## config.mk

```make
export PLATFORM = sky130hd
export DESIGN_NAME = dbus_wb_if_flat
export DESIGN_NICKNAME = d
export VERILOG_FILES = /design/src/rtl/dbus_wb_if_if.sv /design/src/rtl/dbus_wb_if.sv /design/src/flat_wrapper.sv
export SDC_FILE = /design/constraint.sdc
export NUM_CORES = 1
export LEC_CHECK = 0
export BUFFER_PORTS_ARGS = -buffer_cell sky130_fd_sc_hd__buf_2
export CORE_UTILIZATION = 41
export CTS_BUF_LIST = sky130_fd_sc_hd__clkbuf_16
export DETAILED_ROUTE_END_ITERATION = 10
export GPL_ROUTABILITY_DRIVEN = 1
export PLACE_DENSITY = 0.81
export RECOVER_POWER = 25
export SLEW_MARGIN = 10
export SYNTH_ARGS = -nofsm -noshare
export SYNTH_HDL_FRONTEND = slang
export SYNTH_SLANG_ARGS = --single-unit
```

## constraint.sdc

```tcl
create_clock -name clk -period 1.95 [get_ports clk]
set_input_delay 0.0975 -clock clk [delete_from_list [all_inputs] [get_ports clk]]
set_output_delay 0.0975 -clock clk [all_outputs]
set_load 0.01 [all_outputs]
```

## src/rtl/dbus_wb_if_if.sv

```systemverilog
// Wishbone B3 classic bus bundle for the data-side interface.
// The master drives address/data/controls; the slave returns read data and ack.
interface dbus_wb_if_if;
  logic [31:0] wb_adr_o;
  logic [31:0] wb_dat_o;
  logic [31:0] wb_dat_i;
  logic        wb_we_o;
  logic [3:0]  wb_sel_o;
  logic        wb_stb_o;
  logic        wb_cyc_o;
  logic        wb_ack_i;

  modport master (
    output wb_adr_o, wb_dat_o, wb_we_o, wb_sel_o, wb_stb_o, wb_cyc_o,
    input  wb_dat_i, wb_ack_i
  );

  modport slave (
    input  wb_adr_o, wb_dat_o, wb_we_o, wb_sel_o, wb_stb_o, wb_cyc_o,
    output wb_dat_i, wb_ack_i
  );
endinterface

```

## src/rtl/dbus_wb_if.sv

```systemverilog
// Data-side bus interface: turns a memory-stage load/store into one registered
// Wishbone classic cycle, stalling the pipeline and buffering load data.
module dbus_wb_if #(
  parameter int unsigned TIMEOUT_CYCLES = 255
) (
  input  logic        clk,
  input  logic        rst,
  input  logic        cpu_ce_i,
  input  logic        cpu_we_i,
  input  logic [31:0] cpu_addr_i,
  input  logic [31:0] cpu_data_i,
  input  logic [3:0]  cpu_sel_i,
  output logic [31:0] cpu_data_o,
  input  logic [5:0]  stall_i,
  input  logic        flush_i,
  output logic        stallreq_o,
  output logic        bus_err_o,
  dbus_wb_if_if.master wb
);

  typedef enum logic [1:0] {
    IDLE,
    BUSY,
    WAIT_FOR_STALL
  } state_t;

  localparam logic [7:0] TIMEOUT_LAST = 8'(TIMEOUT_CYCLES - 1);

  state_t      state;
  logic [31:0] rd_buf;
  logic [7:0]  cnt;
  logic        timeout_hit;

  assign timeout_hit = (cnt == TIMEOUT_LAST);

  always_ff @(posedge clk) begin
    if (!rst) begin
      state       <= IDLE;
      rd_buf      <= '0;
      cnt         <= '0;
      bus_err_o   <= 1'b0;
      wb.wb_adr_o <= '0;
      wb.wb_dat_o <= '0;
      wb.wb_we_o  <= 1'b0;
      wb.wb_sel_o <= '0;
      wb.wb_stb_o <= 1'b0;
      wb.wb_cyc_o <= 1'b0;
    end else begin
      bus_err_o <= 1'b0;
      case (state)
        IDLE: begin
          if (cpu_ce_i && !flush_i) begin
            wb.wb_adr_o <= cpu_addr_i;
            wb.wb_dat_o <= cpu_data_i;
            wb.wb_we_o  <= cpu_we_i;
            wb.wb_sel_o <= cpu_sel_i;
            wb.wb_stb_o <= 1'b1;
            wb.wb_cyc_o <= 1'b1;
            cnt         <= '0;
            state       <= BUSY;
          end
        end
        BUSY: begin
          // Every exit from BUSY clears the whole bus; flush outranks ack,
          // and ack outranks the timeout on the same cycle.
          if (flush_i || wb.wb_ack_i || timeout_hit) begin
            wb.wb_adr_o <= '0;
            wb.wb_dat_o <= '0;
            wb.wb_we_o  <= 1'b0;
            wb.wb_sel_o <= '0;
            wb.wb_stb_o <= 1'b0;
            wb.wb_cyc_o <= 1'b0;
          end
          if (flush_i) begin
            state <= IDLE;
          end else if (wb.wb_ack_i) begin
            if (!wb.wb_we_o) rd_buf <= wb.wb_dat_i;
            state <= (stall_i != '0) ? WAIT_FOR_STALL : IDLE;
          end else if (timeout_hit) begin
            bus_err_o <= 1'b1;
            rd_buf    <= '0;
            state     <= (stall_i != '0) ? WAIT_FOR_STALL : IDLE;
          end else if (cnt != 8'hFF) begin
            cnt <= cnt + 8'd1;
          end
        end
        WAIT_FOR_STALL: begin
          if (flush_i || stall_i == '0) begin
            rd_buf <= '0;
            state  <= IDLE;
          end
        end
        default: state <= IDLE;
      endcase
    end
  end

  always_comb begin
    stallreq_o = 1'b0;
    case (state)
      IDLE:    stallreq_o = cpu_ce_i & ~flush_i;
      BUSY:    stallreq_o = ~wb.wb_ack_i & ~flush_i & ~timeout_hit;
      default: stallreq_o = 1'b0;
    endcase
  end

  // A flush coinciding with the ack suppresses the returned data.
  always_comb begin
    cpu_data_o = '0;
    if (state == BUSY && wb.wb_ack_i && !wb.wb_we_o && !flush_i)
      cpu_data_o = wb.wb_dat_i;
    else if (state == WAIT_FOR_STALL)
      cpu_data_o = rd_buf;
  end

endmodule

```

## src/flat_wrapper.sv

```systemverilog
// flat-port wrapper written by rule: the top's interface ports become plain ports
module dbus_wb_if_flat 
#(
  parameter int unsigned TIMEOUT_CYCLES = 255
)
  (clk, rst, cpu_ce_i, cpu_we_i, cpu_addr_i, cpu_data_i, cpu_sel_i, cpu_data_o, stall_i, flush_i, stallreq_o, bus_err_o, wb_wb_adr_o, wb_wb_dat_o, wb_wb_we_o, wb_wb_sel_o, wb_wb_stb_o, wb_wb_cyc_o, wb_wb_dat_i, wb_wb_ack_i);
  dbus_wb_if_if wb_i ();
  input  logic clk;
  input  logic rst;
  input  logic cpu_ce_i;
  input  logic cpu_we_i;
  input  logic [31:0] cpu_addr_i;
  input  logic [31:0] cpu_data_i;
  input  logic [3:0] cpu_sel_i;
  output logic [31:0] cpu_data_o;
  input  logic [5:0] stall_i;
  input  logic flush_i;
  output logic stallreq_o;
  output logic bus_err_o;
  output wire logic [$bits(wb_i.wb_adr_o)-1:0] wb_wb_adr_o;
  output wire logic [$bits(wb_i.wb_dat_o)-1:0] wb_wb_dat_o;
  output wire logic [$bits(wb_i.wb_we_o)-1:0] wb_wb_we_o;
  output wire logic [$bits(wb_i.wb_sel_o)-1:0] wb_wb_sel_o;
  output wire logic [$bits(wb_i.wb_stb_o)-1:0] wb_wb_stb_o;
  output wire logic [$bits(wb_i.wb_cyc_o)-1:0] wb_wb_cyc_o;
  input wire logic [$bits(wb_i.wb_dat_i)-1:0] wb_wb_dat_i;
  input wire logic [$bits(wb_i.wb_ack_i)-1:0] wb_wb_ack_i;
  assign wb_wb_adr_o = wb_i.wb_adr_o;
  assign wb_wb_dat_o = wb_i.wb_dat_o;
  assign wb_wb_we_o = wb_i.wb_we_o;
  assign wb_wb_sel_o = wb_i.wb_sel_o;
  assign wb_wb_stb_o = wb_i.wb_stb_o;
  assign wb_wb_cyc_o = wb_i.wb_cyc_o;
  assign wb_i.wb_dat_i = wb_wb_dat_i;
  assign wb_i.wb_ack_i = wb_wb_ack_i;
  dbus_wb_if #(.TIMEOUT_CYCLES(TIMEOUT_CYCLES)) u_core (.clk(clk), .rst(rst), .cpu_ce_i(cpu_ce_i), .cpu_we_i(cpu_we_i), .cpu_addr_i(cpu_addr_i), .cpu_data_i(cpu_data_i), .cpu_sel_i(cpu_sel_i), .cpu_data_o(cpu_data_o), .stall_i(stall_i), .flush_i(flush_i), .stallreq_o(stallreq_o), .bus_err_o(bus_err_o), .wb(wb_i));
endmodule
```

==> summary.txt, run 1 <==
Power
  – Sw Share: 0.255
  – NetSw: 1.49 mW
  – Cell Int Power: 4.36 mW
  – Lkg Pwr: around 3 nW
  – Worst VDD drop: 0.000720 V
  – Combinational power share: 0.119
  – Power share of the clock group: 0.462
  – Design Power: 5.85 mW
  – P per Cell Area: 835 nW/um^2
  – Reg power frac: 0.420

Setup path
  – Reg-to-reg endpoint: u_core.wb.wb_dat_o[15]
  – Worst endpoint required time: between 2000 and 2500 ps
  – Crit. Startpoint: u_core.cnt[5]
  – Reg2Reg Launch Point: u_core.cnt[5]
  – Critical Path End: u_core.wb.wb_dat_o[15]
  – Cell chain of the critical path: and4_4, and4_4, nor2_1, o31a_2, clkbuf_16, a22o_1
  – Worst-path fanout max: 34
  – Startpoint Class: flop
  – Crit path depth: 6
  – Critical-path top delay cell: dfxtp_1
  – Crit path buffers/inverters: 1
  – Delay-heaviest family, CP: simple AND/OR/NAND/NOR gates
  – CP peak stage delay: between 300 and 400 ps
  – WS Path Type: flop to flop
  – Flop-to-flop setup slack: around 45 ps
  – CP Capture Type: flop
  – WP data arrival: around 2200 ps
  – R2R depth: 6
  – Worst path most repeated cell: and4_4

Detailed routing
  – Drt first pass iters: 5
  – Via-per-instance ratio: about 5.5
  – Routed length per instance: 18.1 um
  – Antenna-violating nets left: 0
  – 1st-iter DRT viols: ~240
  – DRC viols: 0
  – Routed wire length: 16000 um
  – Vias: 4818

Cells and area
  – Layout cell share with drive strength beyond 1: 0.298
  – Layout Utilization: 0.710
  – P&R area growth vs syn: 65.6%
  – Cell Count, Final, Fillers Out: 882
  – Layout net count: 849
  – Final cell area excluding filler cells: 7000 sq um

Floorplanning
  – Number of I/O pins: about 220
  – Initial Util: 0.429
  – Die Ht: roughly 100 um
  – Die W: ~100 um
  – Die area: 10700 sq um
  – Site Rows: 36
  – Core footprint: 9860 sq um

Run
  – Max Cap Viol: 0

Synth
  – Mapped Cells: 422
  – Syn Nets: about 540
  – Synth top area cells: dfxtp_1 (53%), a22o_1 (21%), nand3_1 (3.9%), o21ai_0 (3.9%), nand2_1 (3.7%)
  – Most instantiated cells after synthesis: dfxtp_1 (113), a22o_1 (101), nand2_1 (42)
  – Flops & latches, synth: 113
  – Yosys warns: 0
  – Most common cell in the synthesized netlist: dfxtp_1
  – Post-synth ARST share: 0
  – Top FF cell, synth: dfxtp_1
  – Register area share after synthesis: 0.535
  – Number of flops mapped to enable cells by yosys: 0
  – Distinct cell type count after synthesis: 41
  – Top cell type's share of synthesized area: 0.535
  – Yosys top cell by area: dfxtp_1
  – Mapped cell area: 4230 sq um
  – Synth Area per Inst: 10.0 sq um

Clock network
  – Clock sinks: approximately 110
  – Root buffer cell: clkbuf_16
  – Clock transition at the registers of the reported paths: 50 ps
  – CTS buffer count: 17
  – Number of H-tree levels: 4
  – Clk_lat worst skew: roughly 400 ps
  – Clock Tree Buf Depth: 2
  – CTS tree: done

Place
  – IO buf count: ~220
  – Placed Instance Area: 5450 sq um
  – Place WS: about 39 ps
  – Dpl cells: 744
  – Gp weighted congestion: 0.756
  – Post-DP HPWL: 8390 um

Timing
  – Crit path time final: 1910 ps
  – Setup TNS: 0 ps
  – Hold Vio Cnt, Final: 0
  – Slew @ Worst Pin: 491 ps
  – Final period util: 0.977
  – Setup violators final: 0
  – Final Hold Slack: approximately 36 ps
  – Fin. max-slew vios: 0
  – FMAX: 525 MHz
  – Setup ws final: 44.9 ps
  – Slew Limit Headroom: 0.670
  – Setup Skew: 13.0 ps

Worst hold path
  – Hold path cells: 2
  – Class of the worst hold path: input port to flop

Global routing
  – Largest net degree at the start of global routing: 70
  – First-pass GRT wire length: 24300 um
  – GRT Resource Usage Total: 0.287
  – Vias in the first global route: between 4000 and 5000
  – Initial antenna violation count: 1
  – Overflow after GRT: 0

Outcome
  – Outcome: finished clean
## flip-flops by register name, summed over array words and instances, names as in the netlist
name and cells:
u_core.wb.wb_cyc_o 1, u_core.wb.wb_adr_o 32, u_core.wb.wb_we_o 1, u_core.state 2, u_core.cnt 8, u_core.bus_err_o 1
u_core.rd_buf 32, u_core.wb.wb_dat_o 32, u_core.wb.wb_sel_o 4
## repair_timing
action,CTS,global route
buffers inserted,0,2
setup endpoints to repair,32,110
cloned,0,1
gates resized for setup,2,8
pin swaps,0,4
hold endpoints to repair,102,0
hold buffers,102,0
## worst reg2reg max path, cell delays in order (launching register included)
cell,delay (ps)
dfxtp_1,350
and4_4,250
and4_4,280
nor2_1,70
o31a_2,350
clkbuf_16,230
a22o_1,250
## worst min path at each step
stage,from,slack (ps),to
after floorplan,flush_i,180,u_core.state[1]
after global placement,cpu_addr_i[3],310,u_core.wb.wb_adr_o[3]
after detailed placement,cpu_addr_i[7],310,u_core.wb.wb_adr_o[7]
after CTS,rst,20,u_core.state[0]
after global routing,rst,40,u_core.state[0]
final,rst,40,u_core.state[0]
## per-layer routing
layer  vias up  part of all wire  global-route usage
met5         -                 0                   0
met4         0             0.055               0.207
met3        76             0.052              0.0730
met2       226              0.52               0.516
met1      2322              0.37               0.287
li1       2194                 -                   -
## power groups by stage
stage / registers, mW / clock network [mW] / logic (mW)
finish: 2.45 / 2.70 / 0.695
global route: 2.46 / 2.87 / 0.732
CTS: 2.44 / 2.74 / 0.656
detailed placement: 2.49 / 0 / 0.495
global placement: 2.49 / 0 / 0.478
floorplan: 2.52 / 0 / 0.210
## cell families (layout without fill, tap and decap cells)
logic type / count (synthesis) / in the layout / synth area share
compound gates: 148 / 148 / 0.274
xor+xnor: 3 / 3 / 0.00621
fa+ha+maj: 2 / 2 / 0.00592
buf+inv: 44 / 370 / 0.0453
flops: 113 / 113 / 0.535
mux: 1 / 1 / 0.00237
other cells: 0 / 1 / 0
simple gates: 111 / 111 / 0.132
## cell usage in the layout (no fill, tap or decap), drive strengths merged, types with 2 or more instances in the layout
cell / count
nor2b: 5
dlygate4sd3: 102
inv: 6
buf: 178
nor3: 3
clkbuf: 71
nand2b: 2
nor4b: 3
dfxtp: 113
and4: 2
nand3: 33
xnor2: 3
clkinvlp: 5
ha: 2
o21ai: 36
and2: 2
a21oi: 2
nand2: 42
nor2: 8
nand4: 2
and3: 2
clkinv: 8
a22o: 101
nor4: 2
## area by class of cell
class,instances,area [sq um]
Clock buffer,17,425
Clock inverter,15,96.3
Tap cell,133,166
Fill cell,724,2860
Inverter,4,15.0
Multi-Input combinational cell,265,1810
Timing Repair Buffer,334,2220
Antenna cell,1,2.50
Sequential cell,113,2270
Power figures use the tool's default switching activity.
==> run 2, diff against run 1 <==
Settings changed: REMOVE_ABC_BUFFERS set to 1.
==> summary.txt, run 2 (synthesis results as in run 1) <==
Global routing
  – Initial antenna violation count: 0
  – Busiest grt layer: met2
  – GRT Resource Usage Total: 0.263
  – Overflow after GRT: 0
  – Largest net degree at the start of global routing: 71
  – First-pass GRT wire length: 22500 um
  – Met3 Use GR: 0.0686
  – GR Util met2: 0.469
  – Vias in the first global route: 4586
  – GRT met1 Usage: 0.279

Timing
  – Setup Skew: around 16 ps
  – Slew @ Worst Pin: 693 ps
  – Hold Vio Cnt, Final: 0
  – FMAX: 534 MHz
  – RSZ-0062 raised after global routing: no
  – Final period util: 0.961
  – Setup violators final: 0
  – Setup TNS: 0 ps
  – Slew Limit Headroom: 0.537
  – Crit path time final: 1870 ps
  – Fin. max-slew vios: 0
  – Setup ws final: 76.8 ps

Clock network
  – Clock sinks: 113
  – Clock Tree Buf Depth: 2
  – CTS buffer count: 17
  – Number of H-tree levels: 4
  – Root buffer cell: clkbuf_16
  – Clk_lat worst skew: approximately 400 ps
  – CTS tree: done
  – Clock transition at the registers of the reported paths: 50 ps

Cells and area
  – Most frequent cells in the layout: buf_2 (162), dfxtp_1 (110), dlygate4sd3_1 (102)
  – Layout Utilization: 0.722
  – Final cell area excluding filler cells: 7120 sq um
  – P&R area growth vs syn: 68.4%
  – ANT cells: 0
  – Area occupied by multi-input gates: 1820 sq um
  – # fillers: 669
  – Layout cell share with drive strength beyond 1: 0.298
  – Layout net count: 852
  – Register Area: 2270 sq um
  – Regs by FF count: u_core.rd_buf: 32 flops, u_core.wb.wb_adr_o: 32 flops, u_core.wb.wb_dat_o: 32 flops
  – Most common cell after layout, fill and taps aside: buf_2

Floorplanning
  – Die area: 10700 sq um
  – Die Ht: 104 um
  – Die W: 104 um
  – Core footprint: slightly below 10000 sq um
  – Initial Util: 0.429
  – Site Rows: 36
  – Number of I/O pins: 217

Setup path
  – Worst-path fanout max: 33
  – WP data arrival: between 1500 and 2000 ps
  – R2R depth: 6
  – Startpoint Class: input port
  – CP Capture Type: output pin
  – WS Path Type: input port to output pin
  – Worst endpoint required time: 1850 ps

Worst hold path
  – Class of the worst hold path: input port to flop
  – Hold path cells: 3

Detailed routing
  – Routed length per instance: 16.7 um
  – DRC viols: 0
  – Vias: 4691
  – Routed wire length: 14800 um
  – Antenna-violating nets left: 0
  – Drt first pass iters: 5
  – Via-per-instance ratio: 5.31
  – 1st-iter DRT viols: 241

Power
  – Worst VDD drop: 0.000529 V
  – Lkg Pwr: between 3 and 4 nW
  – P per Cell Area: 856 nW/um^2

Run
  – Max Cap Viol: 0

Place
  – Place WS: -19.7 ps
  – IO buf count: 216
  – Gp weighted congestion: just under 0.8
  – Post-DP HPWL: 7850 um
  – Placed Instance Area: between 5000 and 6000 sq um

Outcome
  – Outcome: finished clean
[run 2: area by class of cell]
cell class / count / area share
timing repair buffer: 337 / 0.321
sequential: 113 / 0.318
multi-input combinational: 265 / 0.255
clock buffer: 17 / 0.0597
tap: 133 / 0.0234
clock inverter: 15 / 0.0206
inverter: 4 / 0.00211
[run 2: report_power, final]
| part | leakage, nW | internal (mW) | switching (mW) |
|---|---|---|---|
| clock | 0.269 | 1.86 | 1.07 |
| combinational | 1.93 | 0.375 | 0.332 |
| sequential | 0.920 | 2.40 | 0.0539 |
| total | 3.12 | 4.63 | 1.46 |
[run 2: path summary, 6_finish.rpt]
check / start / to / slack (ps)
setup / recovery: flush_i / cpu_data_o[10] / 80
setup reg to reg: u_core.cnt[5] / u_core.wb.wb_adr_o[11] / 110
hold / removal: stall_i[4] / u_core.state[1] / 150
hold reg to reg: u_core.rd_buf[20] / u_core.rd_buf[20] / 470
[run 2: metal layers]
metal,vias to the layer above,wire length [um],part of all wire
met5,-,0,0
met4,0,544,0.037
met3,40,1030,0.070
met2,256,7500,0.51
met1,2190,5690,0.39
li1,2205,-,-
[run 2: worst max-delay path: stages]
cell	delay [ps]
dlygate4sd3_1	540
buf_2	170
nor2_4	120
and4b_1	260
buf_12	190
a22o_1	230
buf_2	160
[run 2: through the flow]
step | total power, mW | std cells | hold WS [ps]
final | 6.09 | 884 | 150
after global routing | 6.30 | 884 | 136
after CTS | 6.07 | 876 | 125
after detailed placement | 2.98 | 742 | 311
after global placement | 2.96 | 742 | 306
after floorplan | 2.69 | 382 | 175
[run 2: timing repair]
item	4_1_cts	5_1_grt
hold endpoints to repair	102	0
resized for setup	1	10
pin swaps	1	2
buffers inserted	0	5
hold buffers	102	0
setup endpoints to repair	24	124
cloned	0	3
